**config.mk**
```make
export PLATFORM = sky130hd
export DESIGN_NAME = stream_mux_rr_flat
export DESIGN_NICKNAME = d
export VERILOG_FILES = /design/src/rtl/stream_mux_rr_if.sv /design/src/rtl/stream_mux_rr.sv /design/src/flat_wrapper.sv
export SDC_FILE = /design/constraint.sdc
export NUM_CORES = 1
export LEC_CHECK = 0
export CAP_MARGIN = 20
export CORE_UTILIZATION = 41
export DETAILED_ROUTE_END_ITERATION = 12
export GPL_ROUTABILITY_DRIVEN = 0
export PLACE_DENSITY = 0.74
export SLEW_MARGIN = 20
export SYNTH_ARGS = -nofsm -noshare
export SYNTH_HDL_FRONTEND = slang
export SYNTH_SLANG_ARGS = --single-unit
```
**constraint.sdc**
```tcl
create_clock -name clk -period 2.35 [get_ports clk]
set_input_delay 0.47 -clock clk [delete_from_list [all_inputs] [get_ports clk]]
set_output_delay 0.47 -clock clk [all_outputs]
set_load 0.02 [all_outputs]
```
**src/rtl/stream_mux_rr_if.sv**
```systemverilog
// Purpose : bundle of the stream mux handshake and data signals (select, inputs, registered output).
// Latency : n/a (wiring only).
// Backpressure: n/a; in_ready/out_ready carry the flow control between the two sides.
//
// Ports (all inside the interface):
//   mode, sel         channel selection controls (driven by the user side)
//   in_valid/in_data  NUM_CH producer streams, channel k at in_data[k*WIDTH +: WIDTH]
//   in_ready          per-channel ready from the mux
//   out_valid/out_data/out_ch  registered output beat and its source channel
//   out_ready         consumer accept
// Modports: master = producers/consumer side, slave = the mux.
interface stream_mux_rr_if #(
    parameter int WIDTH  = 4,
    parameter int NUM_CH = 4,
    parameter int SEL_W  = 2
);
    logic                      mode;
    logic [SEL_W-1:0]          sel;
    logic [NUM_CH-1:0]         in_valid;
    logic [NUM_CH*WIDTH-1:0]   in_data;
    logic [NUM_CH-1:0]         in_ready;
    logic                      out_valid;
    logic [WIDTH-1:0]          out_data;
    logic [SEL_W-1:0]          out_ch;
    logic                      out_ready;

    modport master (
        output mode, sel, in_valid, in_data, out_ready,
        input  in_ready, out_valid, out_data, out_ch
    );

    modport slave (
        input  mode, sel, in_valid, in_data, out_ready,
        output in_ready, out_valid, out_data, out_ch
    );
endinterface

```
**src/rtl/stream_mux_rr.sv**
```systemverilog
// Purpose : N-channel stream mux, fixed select (mode=0) or round-robin (mode=1), one-entry output register.
// Latency : 1 cycle from the accepting edge to out_valid/out_data/out_ch.
// Backpressure: out_valid && !out_ready holds the output register and drops every in_ready.
//
// Ports:
//   clk    rising-edge clock
//   rst_n  asynchronous active-low reset
//   bus    stream_mux_rr_if.slave: mode, sel, in_valid, in_data, out_ready in;
//          in_ready (combinational), out_valid, out_data, out_ch (registered) out
module stream_mux_rr #(
    parameter int WIDTH  = 4,
    parameter int NUM_CH = 4,
    parameter int SEL_W  = 2
) (
    input  logic            clk,
    input  logic            rst_n,
    stream_mux_rr_if.slave  bus
);
    // Channel vectors are padded up to a power of two so that any sel value,
    // including ones >= NUM_CH, indexes a real bit that reads as "not valid".
    localparam int CH_SLOTS = 1 << SEL_W;

    logic [CH_SLOTS-1:0] valid_ext;
    logic [WIDTH-1:0]    ch_dat [CH_SLOTS];

    // Output register and round-robin pointer.
    logic                out_valid_q, out_valid_d;
    logic [WIDTH-1:0]    out_data_q,  out_data_d;
    logic [SEL_W-1:0]    out_ch_q,    out_ch_d;
    logic [SEL_W-1:0]    last_q,      last_d;

    // Arbitration results.
    logic                fix_vld;
    logic                rr_vld;
    logic [SEL_W-1:0]    rr_idx;
    logic [SEL_W-1:0]    cand;
    logic                grant_vld;
    logic [SEL_W-1:0]    grant_idx;
    logic                load;
    logic                take;
    logic [NUM_CH-1:0]   in_ready_vec;

    always_comb begin
        valid_ext               = '0;
        valid_ext[NUM_CH-1:0]   = bus.in_valid;
    end

    for (genvar k = 0; k < CH_SLOTS; k++) begin : g_slot
        if (k < NUM_CH) begin : g_used
            assign ch_dat[k] = bus.in_data[k*WIDTH +: WIDTH];
        end else begin : g_pad
            assign ch_dat[k] = '0;
        end
    end

    // Grant selection. Round-robin scans last+1 .. last+NUM_CH (mod NUM_CH),
    // so the channel that won last is considered last again.
    always_comb begin
        fix_vld = valid_ext[bus.sel];
        rr_vld  = 1'b0;
        rr_idx  = '0;
        cand    = '0;
        for (int i = 1; i <= NUM_CH; i++) begin
            cand = SEL_W'((int'(last_q) + i) % NUM_CH);
            if (!rr_vld && valid_ext[cand]) begin
                rr_vld = 1'b1;
                rr_idx = cand;
            end
        end
        grant_vld = bus.mode ? rr_vld : fix_vld;
        grant_idx = bus.mode ? rr_idx : bus.sel;
    end

    // The output stage may load whenever it is empty or its beat leaves this cycle.
    assign load = !out_valid_q || bus.out_ready;
    assign take = load && grant_vld;

    always_comb begin
        in_ready_vec = '0;
        for (int k = 0; k < NUM_CH; k++) begin
            in_ready_vec[k] = take && (grant_idx == SEL_W'(k));
        end
    end

    // Next-state: a load with no grant only drains out_valid; data and channel
    // keep their last values so a consumer peeking at them sees no glitch.
    always_comb begin
        out_valid_d = out_valid_q;
        out_data_d  = out_data_q;
        out_ch_d    = out_ch_q;
        last_d      = last_q;
        if (load) begin
            out_valid_d = grant_vld;
            if (grant_vld) begin
                out_data_d = ch_dat[grant_idx];
                out_ch_d   = grant_idx;
                // Fixed-select transfers leave the pointer alone so that
                // round-robin fairness resumes where it stopped.
                if (bus.mode) begin
                    last_d = grant_idx;
                end
            end
        end
    end

    always_ff @(posedge clk or negedge rst_n) begin
        if (!rst_n) begin
            out_valid_q <= 1'b0;
            out_data_q  <= '0;
            out_ch_q    <= '0;
            last_q      <= SEL_W'(NUM_CH - 1);
        end else begin
            out_valid_q <= out_valid_d;
            out_data_q  <= out_data_d;
            out_ch_q    <= out_ch_d;
            last_q      <= last_d;
        end
    end

    assign bus.in_ready  = in_ready_vec;
    assign bus.out_valid = out_valid_q;
    assign bus.out_data  = out_data_q;
    assign bus.out_ch    = out_ch_q;

endmodule

```
**src/flat_wrapper.sv**
```systemverilog
// flat-port wrapper written by rule: the top's interface ports become plain ports
module stream_mux_rr_flat 
#(
    parameter int WIDTH  = 4,
    parameter int NUM_CH = 4,
    parameter int SEL_W  = 2
)
  (clk, rst_n, bus_mode, bus_sel, bus_in_valid, bus_in_data, bus_out_ready, bus_in_ready, bus_out_valid, bus_out_data, bus_out_ch);
  stream_mux_rr_if #(.WIDTH(WIDTH), .NUM_CH(NUM_CH), .SEL_W(SEL_W)) bus_i ();
  input  logic clk;
  input  logic rst_n;
  input wire logic [$bits(bus_i.mode)-1:0] bus_mode;
  input wire logic [$bits(bus_i.sel)-1:0] bus_sel;
  input wire logic [$bits(bus_i.in_valid)-1:0] bus_in_valid;
  input wire logic [$bits(bus_i.in_data)-1:0] bus_in_data;
  input wire logic [$bits(bus_i.out_ready)-1:0] bus_out_ready;
  output wire logic [$bits(bus_i.in_ready)-1:0] bus_in_ready;
  output wire logic [$bits(bus_i.out_valid)-1:0] bus_out_valid;
  output wire logic [$bits(bus_i.out_data)-1:0] bus_out_data;
  output wire logic [$bits(bus_i.out_ch)-1:0] bus_out_ch;
  assign bus_i.mode = bus_mode;
  assign bus_i.sel = bus_sel;
  assign bus_i.in_valid = bus_in_valid;
  assign bus_i.in_data = bus_in_data;
  assign bus_i.out_ready = bus_out_ready;
  assign bus_in_ready = bus_i.in_ready;
  assign bus_out_valid = bus_i.out_valid;
  assign bus_out_data = bus_i.out_data;
  assign bus_out_ch = bus_i.out_ch;
  stream_mux_rr #(.WIDTH(WIDTH), .NUM_CH(NUM_CH), .SEL_W(SEL_W)) u_core (.clk(clk), .rst_n(rst_n), .bus(bus_i));
endmodule
```
# [Word-level counts from Yosys, hierarchy flattened]
# Cells that the tools add are included.
[classes] order_cmp=6 addsub=4 bitwise_logic=1 n_reduce_logical=16 n_mux=23 eq_ne=3
[op_table] cell="$lt A2 B3 Y1 const B" count=5
[op_table] cell="$bmux W1 S2" count=5
[op_table] cell="$mux W1" count=10
[op_table] cell="$mux W2" count=5
[op_table] cell="$bmux W4 S2" count=1
[op_table] cell="$logic_and A1 B1 Y1" count=8
[op_table] cell="$mux W4" count=2
[op_table] cell="$add A2 B1 Y2 const B" count=2
[op_table] cell="$add A2 B2 Y2 const B" count=2
[op_table] cell="$eq A2 B2 Y1 const B" count=2
[op_table] cell="$logic_not A1 Y1" count=4
[op_table] cell="$ge A3 B3 Y1 const B" count=1
[op_table] cell="$not A2 Y3" count=1
[op_table] cell="$reduce_and A3 Y1" count=1
[op_table] cell="$eq A2 B1 Y1 const B" count=1
[op_table] cell="$logic_not A2 Y1" count=1
[op_table] cell="$reduce_and A2 Y1" count=1
[op_table] cell="$logic_or A1 B1 Y1" count=1
[word_totals] elab_cells=57 ff_bits=9 output_inout_bits=11 inputBits=26

# [Logic depth before layout (Yosys ltp)]
# Gate-level depths: netlist of the first run.
[logic_depth] word_depth=18 ltp_mapped=7 ltp_nobuf=5

# [Worst setup path after synthesis of the first run]
# Ideal clock, no wire load.
[synth_path] kind="register to output" from="register u_core.last_q[1]" to="output port bus_in_ready[2]" t_required_ps=1880 path_slack_ps=4 arrival_ps=1876 path_buffers=1 path_stages_with_launch=7 path_cell_list="dfstp_2 > buf_2 > mux2i_1 > o22ai_1 > a21oi_1 > a32oi_1 > nor3_1"
[synth_via] elab_chain_cells=16 elab_cells_between_ends=31 classes_between="4 x add/sub; 1 x eq/ne; 18 x mux; 8 x reduce/logical"
[synth_lines] item="from (decl)" line_no="stream_mux_rr.sv:30" rtl="logic [SEL_W-1:0] last_q, last_d;"
[synth_lines] item="from (signal assigned)" line_no="stream_mux_rr.sv:111" rtl="last_q <= SEL_W'(NUM_CH - 1);"
[synth_lines] item="from (signal assigned)" line_no="stream_mux_rr.sv:116" rtl="last_q <= last_d;"
[synth_lines] item="$add A2 B1 Y2" line_no="stream_mux_rr.sv:64" rtl="cand = SEL_W'((int'(last_q) + i) % NUM_CH);"
[synth_lines] item="$bmux W1 S2" line_no="stream_mux_rr.sv:65" rtl="if (!rr_vld && valid_ext[cand]) begin"
[synth_lines] item="$mux W1 (implied by the code)" line_no="stream_mux_rr.sv:65"
[synth_lines] item="$mux W1" line_no="stream_mux_rr.sv:65"
[synth_lines] item="$logic_not A1 Y1" line_no="stream_mux_rr.sv:65"
[synth_lines] item="$logic_and A1 B1 Y1" line_no="stream_mux_rr.sv:65"
[synth_lines] item="$mux W1" line_no="stream_mux_rr.sv:65"
[synth_lines] item="$logic_not A1 Y1" line_no="stream_mux_rr.sv:65"
[synth_lines] item="$logic_and A1 B1 Y1" line_no="stream_mux_rr.sv:65"
[synth_lines] item="$mux W1" line_no="stream_mux_rr.sv:65"
[synth_lines] item="$logic_not A1 Y1" line_no="stream_mux_rr.sv:65"
[synth_lines] item="$logic_and A1 B1 Y1" line_no="stream_mux_rr.sv:65"
[synth_lines] item="$mux W2 or $mux W1 (tied branches)" line_no="stream_mux_rr.sv:65"
[synth_lines] item="$mux W2 or $mux W1 (tied branches)" line_no="stream_mux_rr.sv:71, stream_mux_rr.sv:70"
[synth_lines] item="$eq A2 B2 Y1 or $logic_and A1 B1 Y1 (tied branches)" line_no="stream_mux_rr.sv:81, stream_mux_rr.sv:76"
[synth_lines] item="$logic_and A1 B1 Y1 *" line_no="stream_mux_rr.sv:81" rtl="in_ready_vec[k] = take && (grant_idx == SEL_W'(k));"
[synth_lines] item="to (decl)" line_no="flat_wrapper.sv:17" rtl="output wire logic [$bits(bus_i.in_ready)-1:0] bus_in_ready;"
# Every way passes the cells marked *; elsewhere a longest branch is shown, timed or not. The select of a mux whose other input is x is not followed.

# [Worst setup path after layout of the first run]
[layout_path] from="input port bus_in_valid[0]" to="output port bus_in_ready[0]"
[layout_via] elab_chain_cells=15 elab_cells_between_ends=29 classes_between="20 x mux; 9 x reduce/logical"
[layout_lines] item="from (decl)" line_no="flat_wrapper.sv:14" rtl="input wire logic [$bits(bus_i.in_valid)-1:0] bus_in_valid;"
[layout_lines] item="$bmux W1 S2" line_no="stream_mux_rr.sv:65"
[layout_lines] item="$mux W1 (implied by the code)" line_no="stream_mux_rr.sv:65"
[layout_lines] item="$mux W1" line_no="stream_mux_rr.sv:65"
[layout_lines] item="$logic_not A1 Y1" line_no="stream_mux_rr.sv:65"
[layout_lines] item="$logic_and A1 B1 Y1" line_no="stream_mux_rr.sv:65"
[layout_lines] item="$mux W1" line_no="stream_mux_rr.sv:65"
[layout_lines] item="$logic_not A1 Y1" line_no="stream_mux_rr.sv:65"
[layout_lines] item="$logic_and A1 B1 Y1" line_no="stream_mux_rr.sv:65"
[layout_lines] item="$mux W1" line_no="stream_mux_rr.sv:65"
[layout_lines] item="$logic_not A1 Y1" line_no="stream_mux_rr.sv:65"
[layout_lines] item="$logic_and A1 B1 Y1" line_no="stream_mux_rr.sv:65"
[layout_lines] item="$mux W2 or $mux W1 (tied branches)" line_no="stream_mux_rr.sv:65"
[layout_lines] item="$mux W2 or $mux W1 (tied branches)" line_no="stream_mux_rr.sv:71, stream_mux_rr.sv:70"
[layout_lines] item="$logic_not A2 Y1 or $logic_and A1 B1 Y1 (tied branches)" line_no="stream_mux_rr.sv:81, stream_mux_rr.sv:76"
[layout_lines] item="$logic_and A1 B1 Y1 *" line_no="stream_mux_rr.sv:81"
# Marks and branches as above.

==> results of run 1 <==
[metal layers]
| metal | GRT usage | up-vias |
|---|---|---|
| met1 | 0.295 | 437 |
| li1 | - | 479 |
| met3 | 0.0302 | 4 |
| met4 | 0.120 | 0 |
| met5 | 0 | - |
| met2 | 0.373 | 29 |
[sequential cells by signal, summed over array words and instances (netlist names)]
signal / cells
u_core.bus.out_data: 4
u_core.bus.out_ch: 2
u_core.last_q: 2
u_core.bus.out_valid: 1
[cells by family after synthesis]
group	count (synthesis)	synth area share
buffers and inverters	13	0.0839
and+or+nand+nor	47	0.298
AOI/OAI and AO/OA	24	0.243
muxes	6	0.108
DFF	9	0.268
[worst max-delay path: stages]
cell and delay [ns]:
clkdlybuf4s15_1 0.25, or4_4 0.57, mux2i_4 0.17, nor2_2 0.07, and2_1 0.14, buf_2 0.15
[cells in the mapped netlist]
cell type,count
clkbuf_2,1
nor2b_1,1
nand4_1,5
and3_1,5
a211oi_1,1
nand4b_1,1
o32a_1,1
nor2_1,8
nand2_1,10
and2_1,3
nor3b_1,1
mux2i_4,1
a21oi_1,3
and2b_1,1
a31oi_1,1
inv_1,3
o31a_1,1
a221oi_1,4
o22ai_1,1
nor3_1,1
mux4_2,1
nand2b_1,3
and2_0,1
dfrtp_1,7
mux2_4,1
nand3_1,4
o21ai_0,5
dfstp_2,2
mux2_2,1
buf_6,2
a211o_2,1
clkbuf_1,2
mux2i_1,2
or4_4,1
a41oi_2,4
a32oi_1,1
nor2_2,2
buf_2,5
o2bb2ai_1,1
[placed cells by master (no fill, tap or decap), types with 2 or more instances in the layout]
| cell type | n |
|---|---|
| o21ai_0 | 5 |
| dfrtp_1 | 7 |
| nand4_1 | 5 |
| buf_2 | 4 |
| a41oi_2 | 4 |
| inv_1 | 3 |
| nand2b_1 | 3 |
| buf_4 | 21 |
| clkbuf_4 | 3 |
| and2_1 | 3 |
| dfstp_2 | 2 |
| clkdlybuf4s15_1 | 2 |
| nand3_1 | 4 |
| nand2_1 | 10 |
| dlygate4sd2_1 | 4 |
| nor2_1 | 8 |
| a21oi_1 | 2 |
| mux2i_1 | 2 |
| a221oi_1 | 4 |
| clkdlybuf4s50_1 | 25 |
| nor2_2 | 2 |
| and3_1 | 5 |
[where the power goes]
group          switching (W)  total, W  leakage (nW)  internal, W
clock network      0.0000466  0.000112        0.0150    0.0000649
registers          0.0000311  0.000239        0.0979     0.000208
logic               0.000237  0.000500         0.452     0.000262
total               0.000315  0.000851         0.565     0.000536
[final cells by class]
class	instances	area [µm²]
well taps	27	33.8
multi-input cells	77	554
repair buffers	57	488
flip-flops and latches	9	228
fillers	177	621
inverters	3	11.3
clock buffers	4	26.3
[through the flow]
step	total power [W]	setup TNS, ns	instance area, µm²
floorplan	0.000512	0	850
global placement	0.000734	-2.36	1340
detailed placement	0.000746	-2.67	1340
CTS	0.000854	0	1340
global route	0.000910	0	1340
finish	0.000851	0	1340
[worst min path at each step]
stage,start,depth (start not counted),endpoint
floorplan,rst_n,0,u_core.bus.out_ch[0]
global placement,u_core.bus.out_ch[0],1,u_core.bus.out_ch[0]
detailed placement,u_core.bus.out_ch[0],1,u_core.bus.out_ch[0]
CTS,rst_n,1,u_core.bus.out_ch[0]
global route,rst_n,1,u_core.bus.out_valid
finish,rst_n,1,u_core.bus.out_ch[0]
[repair_timing]
item                       CTS  global route
buffers inserted             0             0
setup endpoints to repair    4             3
pin swaps                    0             1
hold buffers                 0             0
gates resized for setup     24             5
==> impl_results.md, run 1 <==
- Status: finished, final reports clean
- RSZ-0062 raised after global routing: no
- Peak supply drop: 0.000473 V
- Worst-case clock buffer depth: 2
- Area of the mapped netlist: 850 µm²
- Mapped Nets: 125
- Vias in the first global route: 868
- Peak Freq: 437 MHz
- CTS Buf Count: 3
- # IOs: 37
- Final setup viols: 0
- # diodes: 0
- Leak: 0.565 nW
- Ys Warns: 0
- CP required: 1.88 ns
- Reg2reg end: u_core.bus.out_data[1]
- Met3 wire length: 111 µm
- Vias: 949
- Crit Path Class: input port to output port
- Initial antenna violation count: 0
- Largest net degree at the start of global routing: 12
- Post-Route WL: 2.37 mm
- Core Region: 1960 µm²
- Worst-path fanout max: 6
- Htree depth: 1
- Post-layout util: 0.684
- R2r startpoint: u_core.last_q[0]
- Detailed placement HPWL: 1.96 mm
- Clock-pin slew on the worst setup and hold paths: 0.05 ns
- PD cells: 634 nW/µm²
- Total grt overflow: 0
- Gr usage total: 0.229
- Wire per inst: 13.4 µm
- Clk_skew: 0.000576 ns
- Row Count: 16
- Ranking of synthesized cells by area: dfrtp_1 (21%), a41oi_2 (7.7%), dfstp_2 (6.2%)
- Highest Signal Layer: met4
- Hold/Removal Path Class: input port to async pin
- Initial drt markers: 22
- Slew Limit Fails: 0
- ANT nets after route: 0
- Critical Path Sink: bus_in_ready[0]
- Unique masters post-synth: 39
- Synth top area share: 0.206
- Worst skew pair latency: 0.25 ns
- Seq/Total Area, Yosys: 0.268
- Final period utilization: 0.975
- Final net count: 177
- Die X: 47.5 µm
- Die Footprint: 2260 µm²
- Area Growth Syn to Fin: 57.9%
- Worst-case reg-to-reg path depth: 6
- TritonCTS clock tree: yes
- Hold Slack: 0.501 ns
- Critical Path AT: 1.82 ns
- Starting Density: 0.433
- R2r setup slk: 0.49 ns
- Maxcap violations: 0
- Vias per std cell: 5.36
- CTS sink count: 9
- Worst slew margin: 0.747
- Met1 WL: 1.09 mm
- Final setup margin: 0.0597 ns
- Fin crit period: 2.29 ns
- Pre-CTS setup slack: -0.608 ns
- Synth Area per Inst: 8.58 µm²
- Initial DRT Pass Iterations: 4
- First-pass GRT wire length: 3.57 mm
- Wire length on met2: 1.14 mm
- Worst Setup SP: bus_in_valid[0]
- Die Height: 47.5 µm
- CTS root buffer: clkbuf_4
- Leading area contributor after synthesis: dfrtp_1
- Critical Path Start Type: input port
- Synth Register Bits: 9
- Crit. End Element: output port
- Non-filler cells, final: 177
- Inst Count DP: 173
- # DRC: 0
- Slew @ Worst Pin: 0.378 ns
- Share of layout cells above drive strength 1: 0.293
- Mapped Cells: 99
- Port Buffer Count: 36
- Final hold violation count: 0
Note: power is estimated with default switching activity, not from simulation.
==> run 2, diff against run 1 <==
--- a/config.mk
+++ b/config.mk
@@ -6,10 +6,10 @@
 export NUM_CORES = 1
 export LEC_CHECK = 0
 export CAP_MARGIN = 20
-export CORE_UTILIZATION = 41
+export CORE_UTILIZATION = 30
 export DETAILED_ROUTE_END_ITERATION = 12
 export GPL_ROUTABILITY_DRIVEN = 0
-export PLACE_DENSITY = 0.74
+export PLACE_DENSITY = 0.56
 export SLEW_MARGIN = 20
 export SYNTH_ARGS = -nofsm -noshare
 export SYNTH_HDL_FRONTEND = slang
==> run 2 against run 1 <==
Non-clock buffer count rose by 3. Sequential share of layout area down 0.36 points. Global-route usage fell by 4.5 points. Critical endpoint unchanged.
==> impl_results.md, run 2 (same netlist as run 1, synthesis figures left out) <==
- Vias per std cell: 5.37 (about the same)
- Final setup viols: 0 (unchanged)
- Max reg flops: 4 (unchanged)
- Core Region: 2570 µm² (+31%)
- Worst Setup SP: bus_in_valid[3]
- Final period utilization: 0.971 (-0.00406)
- Post-layout util: 0.534 (-0.150)
- Multi-input logic area: 551 µm² (-0.68%)
- Wire per inst: 14.7 µm (+9.7%)
- Critical Path Start Type: input port
- Initial drt markers: 33 (+50%)
- Port Buffer Count: 36 (unchanged)
- Hold/Removal Path Class: input port to async pin
- Worst skew pair latency: 0.25 ns (about the same)
- PD cells: 631 nW/µm² (-0.47%)
- CP required: 1.88 ns (about the same)
- Peak supply drop: 0.000422 V (-11%)
- CTS sink count: 9 (unchanged)
- Final hold violation count: 0 (unchanged)
- Initial antenna violation count: 0 (unchanged)
- Fin crit period: 2.28 ns (-0.00954 ns)
- Fillers: 259 (+46%)
- Reg2reg end: u_core.bus.out_data[3]
- CTS Buf Count: 3 (unchanged)
- TritonCTS clock tree: yes
- Slew @ Worst Pin: 0.400 ns (+0.0213 ns)
- Initial DRT Pass Iterations: 4 (unchanged)
- Clk_skew: 0.00364 ns (+0.00306 ns)
- Post-Route WL: 2.68 mm (+13%)
- Area Growth Syn to Fin: 61.3%
- Worst-path fanout max: 8 (+2)
- Gr usage total: 0.183 (-0.0453)
- Worst-case clock buffer depth: 2 (unchanged)
- Status: finished, final reports clean
- Vias: 982 (+3.5%)
- Crit Path Class: input port to output port
- Worst slew margin: 0.733 (-0.0143)
- Starting Density: 0.331 (-0.102)
- Die Height: 55.2 µm (+16%)
- Die Footprint: 3050 µm² (+35%)
- Vias in the first global route: 994 (+15%)
- Maxcap violations: 0 (unchanged)
- Htree depth: 1 (unchanged)
- Critical Path Sink: bus_in_ready[0]
- # diodes: 0 (unchanged)
- Worst-case reg-to-reg path depth: 6 (unchanged)
- CTS root buffer: clkbuf_4
- Critical Path AT: 1.81 ns (about the same)
- Register Area: 228 µm² (unchanged)
- Crit. End Element: output port
- ANT nets after route: 0 (unchanged)
- Clock-pin slew on the worst setup and hold paths: 0.06 ns (about the same)
- # IOs: 37 (unchanged)
- Commonest cells after routing, fill and taps aside: clkdlybuf4s50_1 (25), buf_4 (25), nand2_1 (10)
- RSZ-0062 raised after global routing: yes
- Leak: 0.584 nW (+3.4%)
- Detailed placement HPWL: 2.20 mm (+12%)
- Peak Freq: 438 MHz (+0.42%)
- Slew Limit Fails: 0 (unchanged)
- Share of layout cells above drive strength 1: 0.320 (+0.0269)
- Final net count: 180 (+1.7%)
- Row Count: 18 (+2)
- Total grt overflow: 0 (unchanged)
- R2r setup slk: 0.39 ns (-0.10 ns)
- First-pass GRT wire length: 4.51 mm (+26%)
- R2r startpoint: u_core.last_q[0]
- Die X: 55.2 µm (+16%)
- Sum Neg Setup Slack: 0 ns (unchanged)
- # DRC: 0 (unchanged)
- Largest net degree at the start of global routing: 10 (-2)
-- run 2: cell types whose count changed in the layout (fill, tap and decap cells not counted) --
| cell | previous run | this run |
|---|---|---|
| a21oi_2 | 1 | 0 |
| clkdlybuf4s15_2 | 0 | 2 |
| dlymetal6s2s_1 | 0 | 1 |
| a21oi_1 | 2 | 3 |
| clkdlybuf4s15_1 | 2 | 1 |
| buf_4 | 21 | 25 |
| dlygate4sd2_1 | 4 | 1 |
-- run 2: final cells by class --
| type | instances | area share |
|---|---|---|
| Tap cell | 30 | 0.0274 |
| Clock buffer | 4 | 0.0192 |
| Multi-Input combinational cell | 77 | 0.402 |
| Sequential cell | 9 | 0.166 |
| Timing Repair Buffer | 60 | 0.377 |
| Inverter | 3 | 0.00822 |
-- run 2: repair_timing --
item                                    CTS  global route
hold buffers                              0             0
endpoints found under the setup margin    4             4
buffers inserted                          0             0
cloned                                    0             0
pin swaps                                 0             1
resized for setup                        29             6
-- run 2: critical path, cell delays in order --
cell	delay, ns
clkdlybuf4s15_2	0.25
mux4_2	0.52
mux2i_4	0.18
nor2_2	0.08
and2_1	0.15
buf_2	0.15
-- run 2: worst min-delay path by stage --
stage / end / slack (ns) / depth (start not counted)
6_report: u_core.bus.out_ch[0] / 0.51 / 1
3_3_place_gp: u_core.bus.out_ch[0] / 0.50 / 1
2_1_floorplan: u_core.bus.out_ch[0] / 0.17 / 0
3_5_place_dp: u_core.bus.out_ch[0] / 0.50 / 1
5_1_grt: u_core.bus.out_ch[0] / 0.53 / 1
4_1_cts: u_core.bus.out_ch[0] / 0.51 / 1
-- run 2: power breakdown --
part / internal [W] / switching, W
registers: 0.000208 / 0.0000353
clock network: 0.0000651 / 0.0000495
logic: 0.000270 / 0.000237
-- run 2: metal layers --
metal  GRT usage  vias up  wire length, µm  share of wire
li1            -      479                -              -
met1       0.227      462             1160           0.43
met2       0.303       35             1310           0.49
met3      0.0351        6              181          0.067
met4      0.0929        0               36          0.013
met5           0        -                0              0
-- run 2: metrics by stage --
step           total power, W  hold WS [ns]  std cells  setup slack [ns]  instance area, µm²
3_3_place_gp         0.000753         0.505        179            -0.606                1370
3_5_place_dp         0.000761         0.497        179            -0.667                1370
5_1_grt              0.000928         0.527        183           -0.0148                1370
6_report             0.000865         0.508        183            0.0692                1370
4_1_cts              0.000875         0.510        183           0.00237                1370
2_1_floorplan        0.000512         0.174         99           0.00376                 850
==> run 3, diff against run 2 <==
--- a/config.mk
+++ b/config.mk
@@ -9,7 +9,7 @@
 export CORE_UTILIZATION = 30
 export DETAILED_ROUTE_END_ITERATION = 12
 export GPL_ROUTABILITY_DRIVEN = 0
-export PLACE_DENSITY = 0.56
+export PLACE_DENSITY_LB_ADDON = 0.1
 export SLEW_MARGIN = 20
 export SYNTH_ARGS = -nofsm -noshare
 export SYNTH_HDL_FRONTEND = slang
==> run 3 against run 2 <==
Utilization increased by 0.24 points. Cell count unchanged. Via count decreased by 5.4%. Sequential share of layout area fell by 0.076 points. Critical path type unchanged. Critical endpoint is now bus_in_ready[3]. Largest cell class unchanged.
==> impl_results.md, run 3 (same netlist as run 1, synthesis figures left out) <==
- Status: finished, final reports clean
- R2r startpoint: u_core.last_q[1]
- Fillers: 267 (+3.1%)
- ANT nets after route: 0 (unchanged)
- CP required: 1.88 ns (about the same)
- Fin crit period: 2.30 ns (+0.0161 ns)
- Commonest cells after routing, fill and taps aside: clkdlybuf4s50_1 (26), buf_4 (24), nand2_1 (10)
- Reg2reg end: u_core.bus.out_data[0]
- Final hold violation count: 0 (unchanged)
- PD cells: 617 nW/µm² (-2.3%)
- Initial DRT Pass Iterations: 4 (unchanged)
- Core Region: 2570 µm² (unchanged)
- Worst-case reg-to-reg path depth: 6 (unchanged)
- Peak supply drop: 0.000452 V (+7.0%)
- CTS root buffer: clkbuf_4
- Final net count: 180 (unchanged)
- Critical Path Sink: bus_in_ready[3]
- Starting Density: 0.331 (unchanged)
- Total grt overflow: 0 (unchanged)
- Highest Signal Layer: met4
- Met3 wire length: 120 µm (-34%)
- CTS sink count: 9 (unchanged)
- Largest net degree at the start of global routing: 12 (+2)
- Inst Count DP: 178 (-0.56%)
- Hold buffers post-CTS: 0 (unchanged)
- Vias: 929 (-5.4%)
- Peak Freq: 435 MHz (-0.70%)
- Share of layout cells above drive strength 1: 0.314 (-0.00654)
- Worst-case clock buffer depth: 2 (unchanged)
- # IOs: 37 (unchanged)
- Leak: 0.586 nW (+0.36%)
- Initial drt markers: 37 (+12%)
- Clk_skew: 0.00229 ns (-0.00135 ns)
- Max reg flops: 4 (unchanged)
- Die X: 55.2 µm (unchanged)
- TritonCTS clock tree: yes
- Post-Route WL: 2.46 mm (-8.4%)
- Final setup viols: 0 (unchanged)
- Vias in the first global route: 937 (-5.7%)
- # DRC: 0 (unchanged)
- Crit Path Class: input port to output port
- Slew @ Worst Pin: 0.380 ns (-0.0197 ns)
- R2r setup slk: 0.48 ns (+0.09 ns)
- Worst slew margin: 0.746 (+0.0132)
- Critical Path AT: 1.83 ns (+0.02 ns)
- Final period utilization: 0.977 (+0.00685)
- Wire length on met2: 1.03 mm (-21%)
- Initial antenna violation count: 0 (unchanged)
- Maxcap violations: 0 (unchanged)
- Port Buffer Count: 36 (unchanged)
- Row Count: 18 (unchanged)
- Worst skew pair latency: 0.26 ns (about the same)
- # diodes: 0 (unchanged)
- Wire per inst: 13.4 µm (-8.4%)
- Worst Setup SP: bus_in_valid[0]
- Worst-path fanout max: 5 (-3)
- Crit. End Element: output port
- Gr usage total: 0.177 (-0.00632)
- CTS Buf Count: 3 (unchanged)
- Die Footprint: 3050 µm² (unchanged)
- Htree depth: 1 (unchanged)
- Vias per std cell: 5.08 (-5.4%)
- Die Height: 55.2 µm (unchanged)
- Area Growth Syn to Fin: 62.0%
- Non-filler cells, final: 183 (unchanged)
- First-pass GRT wire length: 4.35 mm (-3.5%)
- Slew Limit Fails: 0 (unchanged)
- Power Total: 0.000849 W (-1.9%)
- Hold/Removal Path Class: input port to async pin
- Critical Path Start Type: input port
- Met1 WL: 1.28 mm (+10%)
- Commonest non-fill, non-tap cell in the layout: clkdlybuf4s50_1
- Detailed placement HPWL: 1.97 mm (-10%)
- Clock-pin slew on the worst setup and hold paths: 0.06 ns (about the same)
-- run 3: changes by cell type in the layout (fill, tap and decap cells not counted), sizes merged --
cell           change
clkdlybuf4s50      +1
clkdlybuf4s15      -3
dlygate4sd2        +3
buf                -1
-- run 3: report_power, final --
group	switching, W	internal, W
sequential	0.0000335	0.000208
clock	0.0000499	0.0000652
combinational	0.000230	0.000261
total	0.000314	0.000535
-- run 3: layout make-up --
type,count,area (µm²),area share
clock buffers,4,26.3,0.0191
inverters,3,11.3,0.00818
multi-input cells,77,561,0.407
flip-flops and latches,9,228,0.165
well taps,30,37.5,0.0273
repair buffers,60,513,0.373
-- run 3: worst min path at each step --
stage                              start                      to  depth (start not counted)
global route                       rst_n  u_core.bus.out_data[0]                          1
CTS                                rst_n  u_core.bus.out_data[0]                          1
finish                             rst_n  u_core.bus.out_data[0]                          1
detailed placement  u_core.bus.out_ch[0]    u_core.bus.out_ch[0]                          1
global placement    u_core.bus.out_ch[0]    u_core.bus.out_ch[0]                          1
floorplan                          rst_n    u_core.bus.out_ch[0]                          0
-- run 3: metrics by stage --
stage,hold WS [ns],setup slack (ns),TNS [ns],cell area (µm²),util
floorplan,0.174,0.00376,0,850,-
global placement,0.499,-0.596,-2.55,1360,0.530
detailed placement,0.508,-0.582,-2.57,1360,0.530
CTS,0.495,0.0222,0,1370,0.532
global route,0.517,-0.00112,-0.00112,1380,0.536
finish,0.497,0.0531,0,1380,0.536
-- run 3: worst max-delay path, stage by stage --
cell and delay (ns):
dlygate4sd2_1 0.28, or4_4 0.55, mux2i_4 0.17, nor2_2 0.07, and2_1 0.14, buf_2 0.15
-- run 3: what timing repair did --
item,4_1_cts,5_1_grt
hold endpoints to repair,0,0
setup buffers,0,1
gates resized for setup,23,4
setup endpoints to repair,4,4
pin swaps,0,1
-- run 3: routing by layer --
layer	vias up	track usage
met2	29	0.258
met5	-	0
met3	4	0.0234
met1	418	0.256
met4	0	0.0857
li1	478	-
